--- config.mk ---
export PLATFORM = sky130hd
export DESIGN_NAME = quad_velocity_flat
export DESIGN_NICKNAME = d
export VERILOG_FILES = /design/src/rtl/quad_velocity_pkg.sv /design/src/rtl/quad_velocity_if.sv /design/src/rtl/qvel_sync.sv /design/src/rtl/quad_velocity.sv /design/src/flat_wrapper.sv
export SDC_FILE = /design/constraint.sdc
export NUM_CORES = 1
export LEC_CHECK = 0
export BUFFER_PORTS_ARGS = -buffer_cell sky130_fd_sc_hd__buf_4
export CAP_MARGIN = 20
export CORE_UTILIZATION = 30
export CTS_BUF_LIST = sky130_fd_sc_hd__clkbuf_2 sky130_fd_sc_hd__clkbuf_4 sky130_fd_sc_hd__clkbuf_8
export CTS_CLUSTER_SIZE = 30
export DETAILED_ROUTE_END_ITERATION = 12
export GPL_TIMING_DRIVEN = 1
export PLACE_DENSITY_LB_ADDON = 0.08
export SLEW_MARGIN = 10
export SYNTH_ARGS = -nofsm -noshare
export SYNTH_HDL_FRONTEND = slang
export SYNTH_SLANG_ARGS = --single-unit
--- constraint.sdc ---
create_clock -name clk -period 3.91 [get_ports clk]
set_input_delay 0.391 -clock clk [delete_from_list [all_inputs] [get_ports clk]]
set_output_delay 0.391 -clock clk [all_outputs]
set_load 0.01 [all_outputs]
--- src/rtl/quad_velocity_pkg.sv ---
// quad_velocity_pkg
// Shared definitions for the quadrature velocity stage: position width,
// measurement FSM state encoding and the signed saturation helper.
package quad_velocity_pkg;

   localparam int POS_W = 32;

   typedef enum logic {
      PRIME = 1'b0,   // waiting for the first window edge to seed prev
      RUN   = 1'b1    // every window edge produces a velocity sample
   } qvel_state_e;

   // Clamp a 32-bit two's-complement delta to the signed range of a w-bit
   // result. Arithmetic is done in 64 bits so w=32 (no clamping) needs no
   // special case. Returns the clamped value sign-extended to 32 bits.
   function automatic logic [POS_W-1:0] sat_clamp(
      input  logic [POS_W-1:0] d,
      input  int               w,
      output logic             clamped
   );
      longint dv;
      longint hi;
      longint lo;
      dv = longint'(signed'(d));
      hi = (longint'(1) <<< (w - 1)) - 1;
      lo = -(longint'(1) <<< (w - 1));
      clamped = 1'b0;
      if (dv > hi) begin
         clamped = 1'b1;
         dv      = hi;
      end else if (dv < lo) begin
         clamped = 1'b1;
         dv      = lo;
      end
      return POS_W'(dv);
   endfunction

endpackage

--- src/rtl/quad_velocity_if.sv ---
// quad_velocity_if
// Four-phase position snapshot handshake between host interface and the
// velocity stage.
//   snap_req  host -> stage, level request
//   snap_ack  stage -> host, acknowledge
//   snap_pos  stage -> host, captured position, stable while snap_ack=1
interface quad_velocity_if;
   import quad_velocity_pkg::*;

   logic             snap_req;
   logic             snap_ack;
   logic [POS_W-1:0] snap_pos;

   modport master (output snap_req, input  snap_ack, input  snap_pos);
   modport slave  (input  snap_req, output snap_ack, output snap_pos);
endinterface

--- src/rtl/qvel_sync.sv ---
// qvel_sync
// Two-flop synchronizer for an asynchronous level plus one history flop for
// rising-edge detection.
//   clk, rst_n  clock, async active-low reset (all flops reset to 0)
//   d           asynchronous input
//   rise        one-cycle pulse on synchronized 0->1 transition
module qvel_sync (
   input  logic clk,
   input  logic rst_n,
   input  logic d,
   output logic rise
);
   logic s1, s2, s3;

   always_ff @(posedge clk or negedge rst_n) begin
      if (!rst_n) begin
         s1 <= 1'b0;
         s2 <= 1'b0;
         s3 <= 1'b0;
      end else begin
         s1 <= d;
         s2 <= s1;
         s3 <= s2;
      end
   end

   assign rise = s2 & ~s3;
endmodule

--- src/rtl/quad_velocity.sv ---
// quad_velocity
// Per-window position delta (velocity) with saturation, plus a coherent
// position snapshot handshake. Optional index capture is built when the
// macro QVEL_INDEX_EN is defined.
//   clk, rst_n      clock, async active-low reset
//   pos             encoder position count (same clock, wraps)
//   en              measurement enable; low re-primes the measurement
//   vel             signed counts per window, saturated to VEL_W bits
//   vel_valid       one-cycle strobe when vel updates
//   vel_sat         last vel result was clamped
//   snap            snapshot handshake (slave side)
//   index           raw async index input            (QVEL_INDEX_EN)
//   index_clr       clears index_seen, beats capture  (QVEL_INDEX_EN)
//   index_seen      sticky index-captured flag        (QVEL_INDEX_EN)
//   index_pos       position at captured index edge   (QVEL_INDEX_EN)
module quad_velocity
   import quad_velocity_pkg::*;
#(
   parameter int PERIOD = 1000,
   parameter int VEL_W  = 16
) (
   input  logic                    clk,
   input  logic                    rst_n,
   input  logic [POS_W-1:0]        pos,
   input  logic                    en,
   output logic signed [VEL_W-1:0] vel,
   output logic                    vel_valid,
   output logic                    vel_sat,
   quad_velocity_if.slave          snap
`ifdef QVEL_INDEX_EN
   ,
   input  logic                    index,
   input  logic                    index_clr,
   output logic                    index_seen,
   output logic [POS_W-1:0]        index_pos
`endif
);
   localparam int TW = $clog2(PERIOD);

   logic [TW-1:0]    timer;
   logic             tick;
   qvel_state_e      state, state_nxt;
   logic             load_prev, load_vel;
   logic [POS_W-1:0] prev, delta, sat_val;
   logic             sat_flag;

   // Window timer; held at 0 while disabled so a restart always begins a
   // fresh window.
   assign tick = (timer == TW'(PERIOD - 1));

   always_ff @(posedge clk or negedge rst_n) begin
      if (!rst_n)        timer <= '0;
      else if (!en)      timer <= '0;
      else if (tick)     timer <= '0;
      else               timer <= timer + 1'b1;
   end

   // FSM: state register
   always_ff @(posedge clk or negedge rst_n) begin
      if (!rst_n) state <= PRIME;
      else        state <= state_nxt;
   end

   // FSM: next state
   always_comb begin
      state_nxt = state;
      if (!en)       state_nxt = PRIME;
      else if (tick) state_nxt = RUN;
   end

   // FSM: outputs. PRIME only seeds prev; RUN seeds prev and emits a sample.
   always_comb begin
      load_prev = en && tick;
      load_vel  = en && tick && (state == RUN);
   end

   // Modular subtraction makes counter wrap transparent.
   always_comb begin
      sat_flag = 1'b0;
      delta    = pos - prev;
      sat_val  = sat_clamp(delta, VEL_W, sat_flag);
   end

   always_ff @(posedge clk or negedge rst_n) begin
      if (!rst_n) begin
         prev      <= '0;
         vel       <= '0;
         vel_sat   <= 1'b0;
         vel_valid <= 1'b0;
      end else begin
         vel_valid <= load_vel;
         if (load_prev) prev <= pos;
         if (load_vel) begin
            vel     <= VEL_W'(sat_val);
            vel_sat <= sat_flag;
         end
      end
   end

   // Snapshot: capture only on a fresh request (ack low), so snap_pos stays
   // frozen for the whole time ack is high.
   always_ff @(posedge clk or negedge rst_n) begin
      if (!rst_n) begin
         snap.snap_ack <= 1'b0;
         snap.snap_pos <= '0;
      end else if (snap.snap_req && !snap.snap_ack) begin
         snap.snap_ack <= 1'b1;
         snap.snap_pos <= pos;
      end else if (!snap.snap_req && snap.snap_ack) begin
         snap.snap_ack <= 1'b0;
      end
   end

`ifdef QVEL_INDEX_EN
   logic index_rise;

   qvel_sync u_index_sync (
      .clk   (clk),
      .rst_n (rst_n),
      .d     (index),
      .rise  (index_rise)
   );

   // Clear has priority: an edge coinciding with index_clr is dropped.
   always_ff @(posedge clk or negedge rst_n) begin
      if (!rst_n) begin
         index_seen <= 1'b0;
         index_pos  <= '0;
      end else if (index_clr) begin
         index_seen <= 1'b0;
      end else if (index_rise && !index_seen) begin
         index_seen <= 1'b1;
         index_pos  <= pos;
      end
   end
`endif

endmodule

--- src/flat_wrapper.sv ---
// flat-port wrapper written by rule: the top's interface ports become plain ports
module quad_velocity_flat import quad_velocity_pkg::*;
#(
   parameter int PERIOD = 1000,
   parameter int VEL_W  = 16
)
  (clk, rst_n, pos, en, vel, vel_valid, vel_sat, snap_snap_req, snap_snap_ack, snap_snap_pos);
  quad_velocity_if snap_i ();
  input  logic clk;
  input  logic rst_n;
  input  logic [POS_W-1:0] pos;
  input  logic en;
  output logic signed [VEL_W-1:0] vel;
  output logic vel_valid;
  output logic vel_sat;
  input wire logic [$bits(snap_i.snap_req)-1:0] snap_snap_req;
  output wire logic [$bits(snap_i.snap_ack)-1:0] snap_snap_ack;
  output wire logic [$bits(snap_i.snap_pos)-1:0] snap_snap_pos;
  assign snap_i.snap_req = snap_snap_req;
  assign snap_snap_ack = snap_i.snap_ack;
  assign snap_snap_pos = snap_i.snap_pos;
  quad_velocity #(.PERIOD(PERIOD), .VEL_W(VEL_W)) u_core (.clk(clk), .rst_n(rst_n), .pos(pos), .en(en), .vel(vel), .vel_valid(vel_valid), .vel_sat(vel_sat), .snap(snap_i));
endmodule
==> qor.tcl, run 1 <==
set qor(ctsLongestPathBuffers) 2
set qor(cts_setup_buffers) 0
set qor(post_synthesis_share_of_cell_area_spent_on_full_adders_half_adders_and_majority_gates_pct) 7.28
set qor(critical-path-top-delay-family) {compound AO/OA/AOI/OAI gates}
set qor(io_pins) 87
set qor(yosys.area.top_type) {sky130_fd_sc_hd__dfrtp_1}
set qor(dp.cells) 981
set qor(finalSetupTns_ns) 0
set qor(combinationalPowerShare_pct) 26.7
set qor(synth_top_area_share_pct) 39.6
set qor(antenna_violations_before_repair) 0
set qor(drtAntennaViolNets) 0
set qor(dominant_combinational_cell_family_by_area_after_synthesis) {simple AND/OR/NAND/NOR gates}
set qor(worstMarginPinSlew_ns) 0.499
set qor(muxShareOfSynthArea_pct) 6.25
set qor(layout_worst_path_cycle_share_pct) 93.7
set qor(pwr_density_cell_nw_per_um2) 365
set qor(synth_top_cells_by_area) {sky130_fd_sc_hd__dfrtp_1, sky130_fd_sc_hd__ha_1, sky130_fd_sc_hd__mux2_2, sky130_fd_sc_hd__nor2_1, sky130_fd_sc_hd__o21ai_0}
set qor(firstDrtPassIters) 4
set qor(clock-sinks) 94
set qor(crit_path_max_incr_delay_ns) 0.57
set qor(postSynthCellCount) 652
set qor(gp_routability_congestion) 0.890
set qor(power.switching_mw) 0.733
set qor(route.detailed.wl_per_inst_um) 14.8
set qor(p_leak_nw) 3.47
set qor(synth_seq_area_share_pct) 39.6
set qor(num_rows) 51
set qor(fin_skew_ns) 0.0130
set qor(post-layout-total-power_mw) 2.58
set qor(postLayoutSetupSlackWorst_ns) 0.246
set qor(ys_seq_elements) 94
set qor(areaGrowthSynthToFinish_pct) 18.9
set qor(critical_path_endpoint_category) {flop}
set qor(most_common_flop_cell_mapped_by_yosys) {sky130_fd_sc_hd__dfrtp_1}
set qor(floorplan.initialDensity_pct) 30.6
set qor(final.min_clock_period_ns) 3.66
set qor(synth.distinct_cells) 72
set qor(crit_path_max_delay_cell_type) {sky130_fd_sc_hd__or4_4}
set qor(slew_violations) 0
set qor(layout_common_cells) {sky130_fd_sc_hd__buf_4, sky130_fd_sc_hd__dfrtp_1, sky130_fd_sc_hd__nor2_1}
set qor(grt_overflow) 0
set qor(synth-warning-count) 0
set qor(via_count) 4868
set qor(status) {finished clean}
set qor(clk_root_buffer_cell) {sky130_fd_sc_hd__clkbuf_8}
set qor(pwr-share-clk_pct) 26.9
set qor(hold-worst-slack_ns) 0.233
set qor(hpwl_mm) 11.2
set qor(num-nets-final) 799
set qor(totalWireLength_mm) 14.8
set qor(tritoncts.num_buffers) 9
set qor(viasPerCell) 4.87
set qor(synth-simple-area-share_pct) 18.5
set qor(placement.io_buffers) 86
set qor(clock_insertion_delay_worst_skew_ns) 0.38
set qor(core_region_area_sq_um) 19500
set qor(die_x_um) 143
set qor(grt_util_all_layers_pct) 15.6
set qor(net_count_synth) 722
set qor(synth_compound_area_share_pct) 17.3
set qor(power_frac_seq_pct) 46.4
set qor(drt_iter0_drcs) 262
set qor(async_reset_ff_share_pct) 100
set qor(core_utilization_of_the_finished_layout_pct) 36.3
set qor(grt_start_max_net_pins) 76
set qor(critPathRequiredTime_ns) 4.24
set qor(final_layout_size_suffix_gt1_share_pct) 22.6
set qor(synth_xor_xnor_area_share_pct) 5.43
set qor(grt_setup_unrepaired) {false}
set qor(post_synth_instance_area_sq_um) 5950
set qor(slew_headroom_pct) 66.5
set qor(worst_setup_path_class) {reg2reg}
set qor(path_max_fanout) 16
set qor(cp_num_buf_inv) 1
set qor(post_synth.cell_area_avg_sq_um) 9.12
set qor(postPlaceCellArea_sq_um) 6820
set qor(die_area_sq_um) 20400
set qor(tritoncts) {yes}
set qor(hold_class) {in2reg}
set qor(worst_ep_arrival_time_ns) 3.99
set qor(worstPathCellList) {ha_1, fa_1, nand2b_1, a21o_1, a21o_1, o21ai_2, a31oi_1, xor2_1, or4_4, nor4_4, buf_12, a41oi_1, a21bo_2}
set qor(preCtsSetupSlack_ns) 0.0338
set qor(startpoint_type) {flop}
set qor(fin_cells) 999
set qor(worst_path_most_repeated_cell) {sky130_fd_sc_hd__a21o_1}
set qor(postLayoutCellArea_sq_um) 7070
set qor(vdd.ir_drop.worst_mv) 0.205
set qor(clk_transition_reported_paths_ns) 0.10
set qor(finalSetupViolCount) 0
set qor(power.internal_mw) 1.85
set qor(max_cap_viol_count) 0
set qor(remaining_drc_errors) 0
set qor(cts_max_level) 3
set qor(synth_enable_flop_cells) 0
set qor(first_pass_grt_wire_length_mm) 24.7
set qor(antenna_cells_inserted) 0
set qor(netSwitchingFraction_pct) 28.4
set qor(die_y_um) 143
set qor(max_clock_freq_mhz) 273
set qor(grt_pass1_vias) 4898
set qor(finalHoldViolCount) 0
-- kinds of logic (layout without fill, tap and decap cells) --
family,count (synthesis),count (layout)
XOR/XNOR,36,36
AO/OA/AOI/OAI,152,152
flip-flops,94,94
multiplexers,33,33
AND/OR/NAND/NOR,232,232
adder cells (fa/ha/maj),34,34
buffers and inverters,71,153
-- worst reg2reg max path, stage by stage, from the launching register on --
cell and delay, ns:
sky130_fd_sc_hd__dfrtp_1 0.40, sky130_fd_sc_hd__ha_1 0.22, sky130_fd_sc_hd__fa_1 0.40, sky130_fd_sc_hd__nand2b_1 0.20, sky130_fd_sc_hd__a21o_1 0.18, sky130_fd_sc_hd__a21o_1 0.18, sky130_fd_sc_hd__o21ai_2 0.24, sky130_fd_sc_hd__a31oi_1 0.17
sky130_fd_sc_hd__xor2_1 0.18, sky130_fd_sc_hd__or4_4 0.57, sky130_fd_sc_hd__nor4_4 0.31, sky130_fd_sc_hd__buf_12 0.17, sky130_fd_sc_hd__a41oi_1 0.16, sky130_fd_sc_hd__a21bo_2 0.23
-- flip-flops by register name, indices dropped and copies added, names as in the netlist --
name and cells:
u_core.prev 32, u_core.timer 10, u_core.state 1, u_core.snap.snap_pos 32
u_core.vel_sat 1, u_core.vel_valid 1, u_core.snap.snap_ack 1, u_core.vel 16
-- power groups by stage --
stage / registers (mW) / clock network [mW] / logic (mW)
after floorplan: 1.28 / 0 / 0.280
after global placement: 1.21 / 0 / 0.694
after detailed placement: 1.22 / 0 / 0.701
after CTS: 1.20 / 0.730 / 0.702
after global routing: 1.22 / 0.758 / 0.753
final: 1.20 / 0.694 / 0.689
-- cells in the mapped netlist (3+ instances only) --
cell	count
sky130_fd_sc_hd__nand3_1	8
sky130_fd_sc_hd__buf_1	4
sky130_fd_sc_hd__nand4_1	8
sky130_fd_sc_hd__nor3_1	21
sky130_fd_sc_hd__a211o_1	14
sky130_fd_sc_hd__ha_1	33
sky130_fd_sc_hd__mux2_2	33
sky130_fd_sc_hd__o21bai_1	3
sky130_fd_sc_hd__clkbuf_1	15
sky130_fd_sc_hd__buf_6	5
sky130_fd_sc_hd__xnor2_1	19
sky130_fd_sc_hd__or3_1	4
sky130_fd_sc_hd__nand2_1	67
sky130_fd_sc_hd__xor2_1	16
sky130_fd_sc_hd__and3_1	17
sky130_fd_sc_hd__o21a_1	9
sky130_fd_sc_hd__nor4_1	4
sky130_fd_sc_hd__inv_1	40
sky130_fd_sc_hd__a21o_1	13
sky130_fd_sc_hd__nand2b_1	6
sky130_fd_sc_hd__and2_1	4
sky130_fd_sc_hd__o21ai_0	51
sky130_fd_sc_hd__o21ai_2	3
sky130_fd_sc_hd__a21oi_1	27
sky130_fd_sc_hd__nor2_1	77
sky130_fd_sc_hd__dfrtp_1	94
-- layer usage --
| layer | wire (um) | up-vias | GRT usage (%) |
|---|---|---|---|
| met5 | 0 | - | 0 |
| met3 | 506 | 24 | 2.98 |
| met1 | 6940 | 2312 | 19.3 |
| li1 | - | 2437 | - |
| met2 | 6920 | 95 | 26.7 |
| met4 | 396 | 0 | 6.40 |
-- final timing paths --
kind	start	to	slack (ns)	depth (start not counted)
worst max-delay path	u_core.prev[0]	u_core.vel[11]	0.25	13
min in group asynchronous	rst_n	u_core.snap.snap_pos[2]	0.48	2
max in group asynchronous	rst_n	u_core.prev[29]	2.80	3
worst min-delay path	pos[31]	u_core.prev[31]	0.23	3
worst min register to register	u_core.vel[15]	u_core.vel[15]	0.49	1
worst max register to register	u_core.prev[0]	u_core.vel[11]	0.25	13
-- area by class of cell --
class	instances	area (sq um)
clock buffers	13	166
clock inverters	3	42.5
fillers	2012	12400
inverters	40	150
multi-input cells	487	3270
flip-flops and latches	94	2350
well taps	265	332
repair buffers	97	763
-- timing repair --
item                                    4_1_cts  5_1_grt
hold buffers                                  0        1
gates resized for setup                       0        1
hold endpoints to repair                      0       25
endpoints found under the setup margin        0       14
No activity file was read; power rests on OpenSTA's default activity.
==> run 2, diff against run 1 <==
- clock period: 3.91 -> 3.5 ns (I/O delays scaled with it)
==> run 2 against run 1 <==
Against the previous run: global-route usage is 0.45 points higher; total power increased by 10%; sequential power rose by 12%; critical path depth unchanged; largest cell class unchanged; largest power group unchanged; highest routed layer unchanged.
==> qor.tcl, run 2 (synthesis results as in run 1) <==
set qor(status) {finished clean}
set qor(tritoncts.num_buffers) 9
set qor(clock-sinks) 94
set qor(drtAntennaViolNets) 0
set qor(via_count) 4978
set qor(max_clock_freq_mhz) 288
set qor(die_x_um) 143
set qor(drt_iter0_drcs) 231
set qor(cp_num_buf_inv) 2
set qor(critical-path-top-delay-family) {simple AND/OR/NAND/NOR gates}
set qor(reg2reg_from) {u_core.prev[12]}
set qor(hpwl_mm) 11.6
set qor(first_pass_grt_wire_length_mm) 25.7
set qor(die_area_sq_um) 20400
set qor(areaGrowthSynthToFinish_pct) 25.5
set qor(layout_common_cells) {sky130_fd_sc_hd__buf_4, sky130_fd_sc_hd__dfrtp_1, sky130_fd_sc_hd__nor2_1}
set qor(fin_cells) 1034
set qor(crit_path_max_delay_cell_type) {sky130_fd_sc_hd__or3_4}
set qor(slew_violations) 0
set qor(crit_path_max_incr_delay_ns) 0.40
set qor(viasPerCell) 4.81
set qor(dp.cells) 1013
set qor(core_utilization_of_the_finished_layout_pct) 38.3
set qor(clock_insertion_delay_worst_skew_ns) 0.39
set qor(vdd.ir_drop.worst_mv) 0.228
set qor(reg.largest.list) {u_core.prev (32), u_core.snap.snap_pos (32), u_core.vel (16)}
set qor(pwr_density_cell_nw_per_um2) 381
set qor(floorplan.initialDensity_pct) 30.6
set qor(ctsLongestPathBuffers) 2
set qor(crit_end) {u_core.vel[6]}
set qor(power.internal_mw) 2.01
set qor(final.min_clock_period_ns) 3.47
set qor(startpoint_type) {flop}
set qor(totalWireLength_mm) 15.7
set qor(io_pins) 87
set qor(die_y_um) 143
set qor(worst_setup_path_class) {reg2reg}
set qor(num-nets-final) 835
set qor(finalHoldViolCount) 0
set qor(slew_headroom_pct) 65.8
set qor(power_frac_seq_pct) 46.9
set qor(r2r-end) {u_core.vel[6]}
set qor(tritoncts) {yes}
set qor(critical_path_endpoint_category) {flop}
set qor(grt_start_max_net_pins) 75
set qor(netSwitchingFraction_pct) 29.4
set qor(fill_cells) 1995
set qor(grt_overflow) 0
set qor(path_max_fanout) 8
set qor(grt_util_all_layers_pct) 16.1
set qor(route.detailed.wl_per_inst_um) 15.2
set qor(worstPathCellList) {inv_1, ha_1, nand4_1, or3_1, o21ai_2, o21ai_2, and4_4, a41oi_2, o311ai_4, or3_4, or3_4, buf_6, a211o_2}
set qor(layout_worst_path_cycle_share_pct) 99.3
set qor(combinationalPowerShare_pct) 28.1
set qor(antenna_cells_inserted) 0
set qor(post-layout-total-power_mw) 2.85
set qor(p_leak_nw) 3.67
set qor(critPathRequiredTime_ns) 3.78
set qor(cp_num_cells) 13
set qor(clk_transition_reported_paths_ns) 0.10
set qor(core_region_area_sq_um) 19500
set qor(most_common_library_cell_in_the_layout_ignoring_fill_and_taps) {sky130_fd_sc_hd__buf_4}
set qor(setup.worst_path.start) {u_core.prev[12]}
set qor(power.switching_mw) 0.837
set qor(grt_setup_unrepaired) {true}
set qor(grt_pass1_vias) 4988
set qor(gp_routability_congestion) 0.797
set qor(worstMarginPinSlew_ns) 0.513
set qor(max_cap_viol_count) 0
set qor(hold_class) {in2reg}
set qor(placement.io_buffers) 86
set qor(fin_skew_ns) 0.0142
set qor(num_rows) 51
set qor(finalSetupViolCount) 0
set qor(cts_max_level) 3
set qor(final_layout_size_suffix_gt1_share_pct) 28.6
set qor(firstDrtPassIters) 4
set qor(remaining_drc_errors) 0
set qor(postPlaceCellArea_sq_um) 7060
set qor(r2r_cells) 13
set qor(postLayoutCellArea_sq_um) 7460
set qor(timing.reg2reg.setup_slack_ns) 0.03
set qor(pwr-share-clk_pct) 25.0
set qor(antenna_violations_before_repair) 0
set qor(clk_root_buffer_cell) {sky130_fd_sc_hd__clkbuf_8}
set qor(worst_ep_arrival_time_ns) 3.76
## run 2: power groups by stage
stage	sequential (mW)	combinational (mW)	clock (mW)
2_1_floorplan	1.43	0.313	0
3_3_place_gp	1.35	0.795	0
3_5_place_dp	1.36	0.802	0
4_1_cts	1.34	0.803	0.746
5_1_grt	1.36	0.879	0.790
6_report	1.34	0.801	0.710
## run 2: through the flow
step                      setup TNS, ns  worst slack (ns)  hold slack (ns)
final                                 0            0.0251            0.186
after global routing              -1.58            -0.131            0.173
after CTS                             0           0.00852            0.160
after detailed placement          -1.78            -0.142            0.487
after global placement            -1.10            -0.101            0.466
after floorplan                       0             0.107           0.0544
## run 2: repair_timing
item | 4_1_cts | 5_1_grt
endpoints found under the setup margin | 16 | 16
gates resized for setup | 2 | 32
buffers inserted | 0 | 2
endpoints found under the hold margin | 0 | 34
gates cloned | 0 | 2
pin swaps | 2 | 10
hold buffers | 0 | 1
## run 2: area by class of cell
type | count | area [sq um] | share of cell area, %
clock buffers | 12 | 165 | 2.21
clock inverters | 3 | 18.8 | 0.252
inverters | 40 | 150 | 2.01
multi-input cells | 487 | 3410 | 45.7
flip-flops and latches | 94 | 2350 | 31.5
well taps | 265 | 332 | 4.44
repair buffers | 133 | 1040 | 13.9
## run 2: worst min-delay path by stage
stage,startpoint,end,slack (ns),depth (start not counted)
floorplan,rst_n,u_core.prev[0],0.05,0
global placement,u_core.vel[15],u_core.vel[15],0.47,1
detailed placement,u_core.state,u_core.state,0.49,1
CTS,rst_n,u_core.snap.snap_pos[8],0.16,1
global route,pos[10],u_core.prev[10],0.17,3
finish,pos[31],u_core.prev[31],0.19,3
## run 2: routing by layer
metal,vias to the layer above,track usage [%],wire length (um)
met3,16,3.05,475
met2,81,27.8,7650
li1,2503,-,-
met1,2378,20.4,7380
met4,0,4.24,216
met5,-,0,0
## run 2: tightest hold or removal path: stages
cell	delay (ns)
sky130_fd_sc_hd__buf_4	0.10
sky130_fd_sc_hd__nand2_1	0.05
sky130_fd_sc_hd__nand2_1	0.05
==> run 3, diff against run 2 <==
- SETUP_SLACK_MARGIN: default -> 0.1
==> run 3 against run 2 <==
Against the previous run: fmax increased by 0.59%; first-iteration DRC count decreased by 2.6%; die area unchanged; highest routed layer unchanged; global-route usage increased by 0.15 points; non-clock buffer count increased by 6.
==> qor.tcl, run 3 (synthesis results as in run 1) <==
set qor(die_y_um) 143
set qor(worst_setup_path_class) {reg2reg}
set qor(final.min_clock_period_ns) 3.45
set qor(grt_setup_unrepaired) {true}
set qor(grt-busiest-layer) {met2}
set qor(hold_class) {in2reg}
set qor(netSwitchingFraction_pct) 29.4
set qor(worstMarginPinSlew_ns) 0.500
set qor(first_pass_grt_wire_length_mm) 25.9
set qor(pwr_density_cell_nw_per_um2) 375
set qor(power_frac_seq_pct) 46.8
set qor(num_rows) 51
set qor(drtAntennaViolNets) 0
set qor(worst_ep_arrival_time_ns) 3.73
set qor(core_region_area_sq_um) 19500
set qor(layout_worst_path_cycle_share_pct) 98.7
set qor(max_clock_freq_mhz) 289
set qor(grt_util_all_layers_pct) 16.2
set qor(grt_overflow) 0
set qor(placement.io_buffers) 86
set qor(postLayoutSetupSlackWorst_ns) 0.0455
set qor(areaGrowthSynthToFinish_pct) 27.8
set qor(tritoncts.num_buffers) 9
set qor(viasPerCell) 4.81
set qor(final_layout_size_suffix_gt1_share_pct) 30.2
set qor(die_area_sq_um) 20400
set qor(gp_routability_congestion) 0.797
set qor(via_count) 5004
set qor(pwr-share-clk_pct) 24.9
set qor(grt_pass1_vias) 5007
set qor(remaining_drc_errors) 0
set qor(worstPathCellList) {ha_4, fa_2, nand2b_4, a21o_1, a21o_1, o21ai_4, buf_6, a21oi_2, xnor2_1, nor4_2, nand4_1, or3_4, buf_6, a211o_2}
set qor(critical_path_endpoint_category) {flop}
set qor(floorplan.initialDensity_pct) 30.6
set qor(global_route.usage.met3_pct) 3.05
set qor(power.switching_mw) 0.839
set qor(cp_num_buf_inv) 2
set qor(status) {finished clean}
set qor(slew_headroom_pct) 66.3
set qor(clock_insertion_delay_worst_skew_ns) 0.38
set qor(vdd.ir_drop.worst_mv) 0.228
set qor(cp_num_cells) 14
set qor(clock-sinks) 94
set qor(grt_start_max_net_pins) 75
set qor(num-nets-final) 841
set qor(finalSetupTns_ns) 0
set qor(preCtsSetupSlack_ns) -0.142
set qor(globalRouteMet2Util_pct) 28.0
set qor(finalSetupViolCount) 0
set qor(r2r_cells) 14
set qor(die_x_um) 143
set qor(clk_root_buffer_cell) {sky130_fd_sc_hd__clkbuf_8}
set qor(clk_transition_reported_paths_ns) 0.10
set qor(antenna_cells_inserted) 0
set qor(crit_path_max_incr_delay_ns) 0.43
set qor(min_path_cells) 3
set qor(critical-path-top-delay-family) {simple AND/OR/NAND/NOR gates}
set qor(hold-worst-slack_ns) 0.188
set qor(layout_common_cells) {sky130_fd_sc_hd__buf_4, sky130_fd_sc_hd__dfrtp_1, sky130_fd_sc_hd__nor2_1}
set qor(cts_max_level) 3
set qor(path_max_fanout) 8
set qor(combinationalPowerShare_pct) 28.3
set qor(reg.largest.list) {u_core.prev (32), u_core.snap.snap_pos (32), u_core.vel (16)}
set qor(startpoint_type) {flop}
set qor(ctsLongestPathBuffers) 2
set qor(route.detailed.wl_per_inst_um) 15.3
set qor(antenna_violations_before_repair) 0
set qor(hpwl_mm) 11.6
set qor(critPathRequiredTime_ns) 3.78
set qor(fin_skew_ns) 0.0131
set qor(p_leak_nw) 3.71
set qor(io_pins) 87
set qor(use_met1_pct) 20.7
set qor(finalHoldViolCount) 0
set qor(totalWireLength_mm) 16.0
set qor(most_common_library_cell_in_the_layout_ignoring_fill_and_taps) {sky130_fd_sc_hd__buf_4}
set qor(drt_iter0_drcs) 225
set qor(firstDrtPassIters) 4
set qor(crit_path_max_delay_cell_type) {sky130_fd_sc_hd__or3_4}
set qor(max_cap_viol_count) 0
set qor(tritoncts) {yes}
set qor(slew_violations) 0
set qor(power.internal_mw) 2.01
[run 3: area by class of cell]
class                      instances  area [sq um]
clock inverter                     3          18.8
multi-input combinational        487          3490
fill                            1986         11900
timing repair buffer             139          1090
inverter                          40           150
sequential                        94          2350
tap                              265           332
clock buffer                      12           165
[run 3: path summary, 6_finish.rpt]
| path | startpoint | endpoint | slack, ns |
|---|---|---|---|
| max in group asynchronous | rst_n | u_core.prev[24] | 2.20 |
| hold reg to reg | u_core.state | u_core.state | 0.50 |
| min in group asynchronous | rst_n | u_core.prev[1] | 0.48 |
| setup reg to reg | u_core.prev[0] | u_core.vel[6] | 0.05 |
| setup / recovery | u_core.prev[0] | u_core.vel[6] | 0.05 |
| hold / removal | pos[31] | u_core.prev[31] | 0.19 |
[run 3: what timing repair did]
action | CTS | global route
gates resized for setup | 20 | 28
setup endpoints to repair | 16 | 16
pin swaps | 6 | 9
hold buffers | 0 | 1
buffers inserted | 1 | 7
endpoints found under the hold margin | 0 | 34
gates cloned | 1 | 1
[run 3: layer usage]
| layer | wire length (um) | part of all wire (%) |
|---|---|---|
| met1 | 7570 | 47 |
| met3 | 455 | 2.9 |
| met4 | 170 | 1.1 |
| met5 | 0 | 0 |
| met2 | 7760 | 49 |
[run 3: tightest hold or removal path, cell delays in order]
cell	delay (ns)
sky130_fd_sc_hd__buf_4	0.10
sky130_fd_sc_hd__nand2_1	0.05
sky130_fd_sc_hd__nand2_1	0.05
[run 3: power by group through the flow]
stage               clock network [mW]  registers (mW)  logic, mW
floorplan                            0            1.43      0.313
global placement                     0            1.35      0.795
detailed placement                   0            1.36      0.802
CTS                              0.746            1.34      0.811
global route                     0.790            1.36      0.884
finish                           0.709            1.33      0.807
[run 3: stage by stage]
stage                     total power, mW  cells  area, sq um  util (%)
after CTS                            2.90   1030         7370      37.9
final                                2.85   1040         7600      39.0
after floorplan                      1.75    652         5950         -
after global placement               2.15   1013         7060      36.3
after detailed placement             2.16   1013         7060      36.3
after global routing                 3.03   1040         7600      39.0
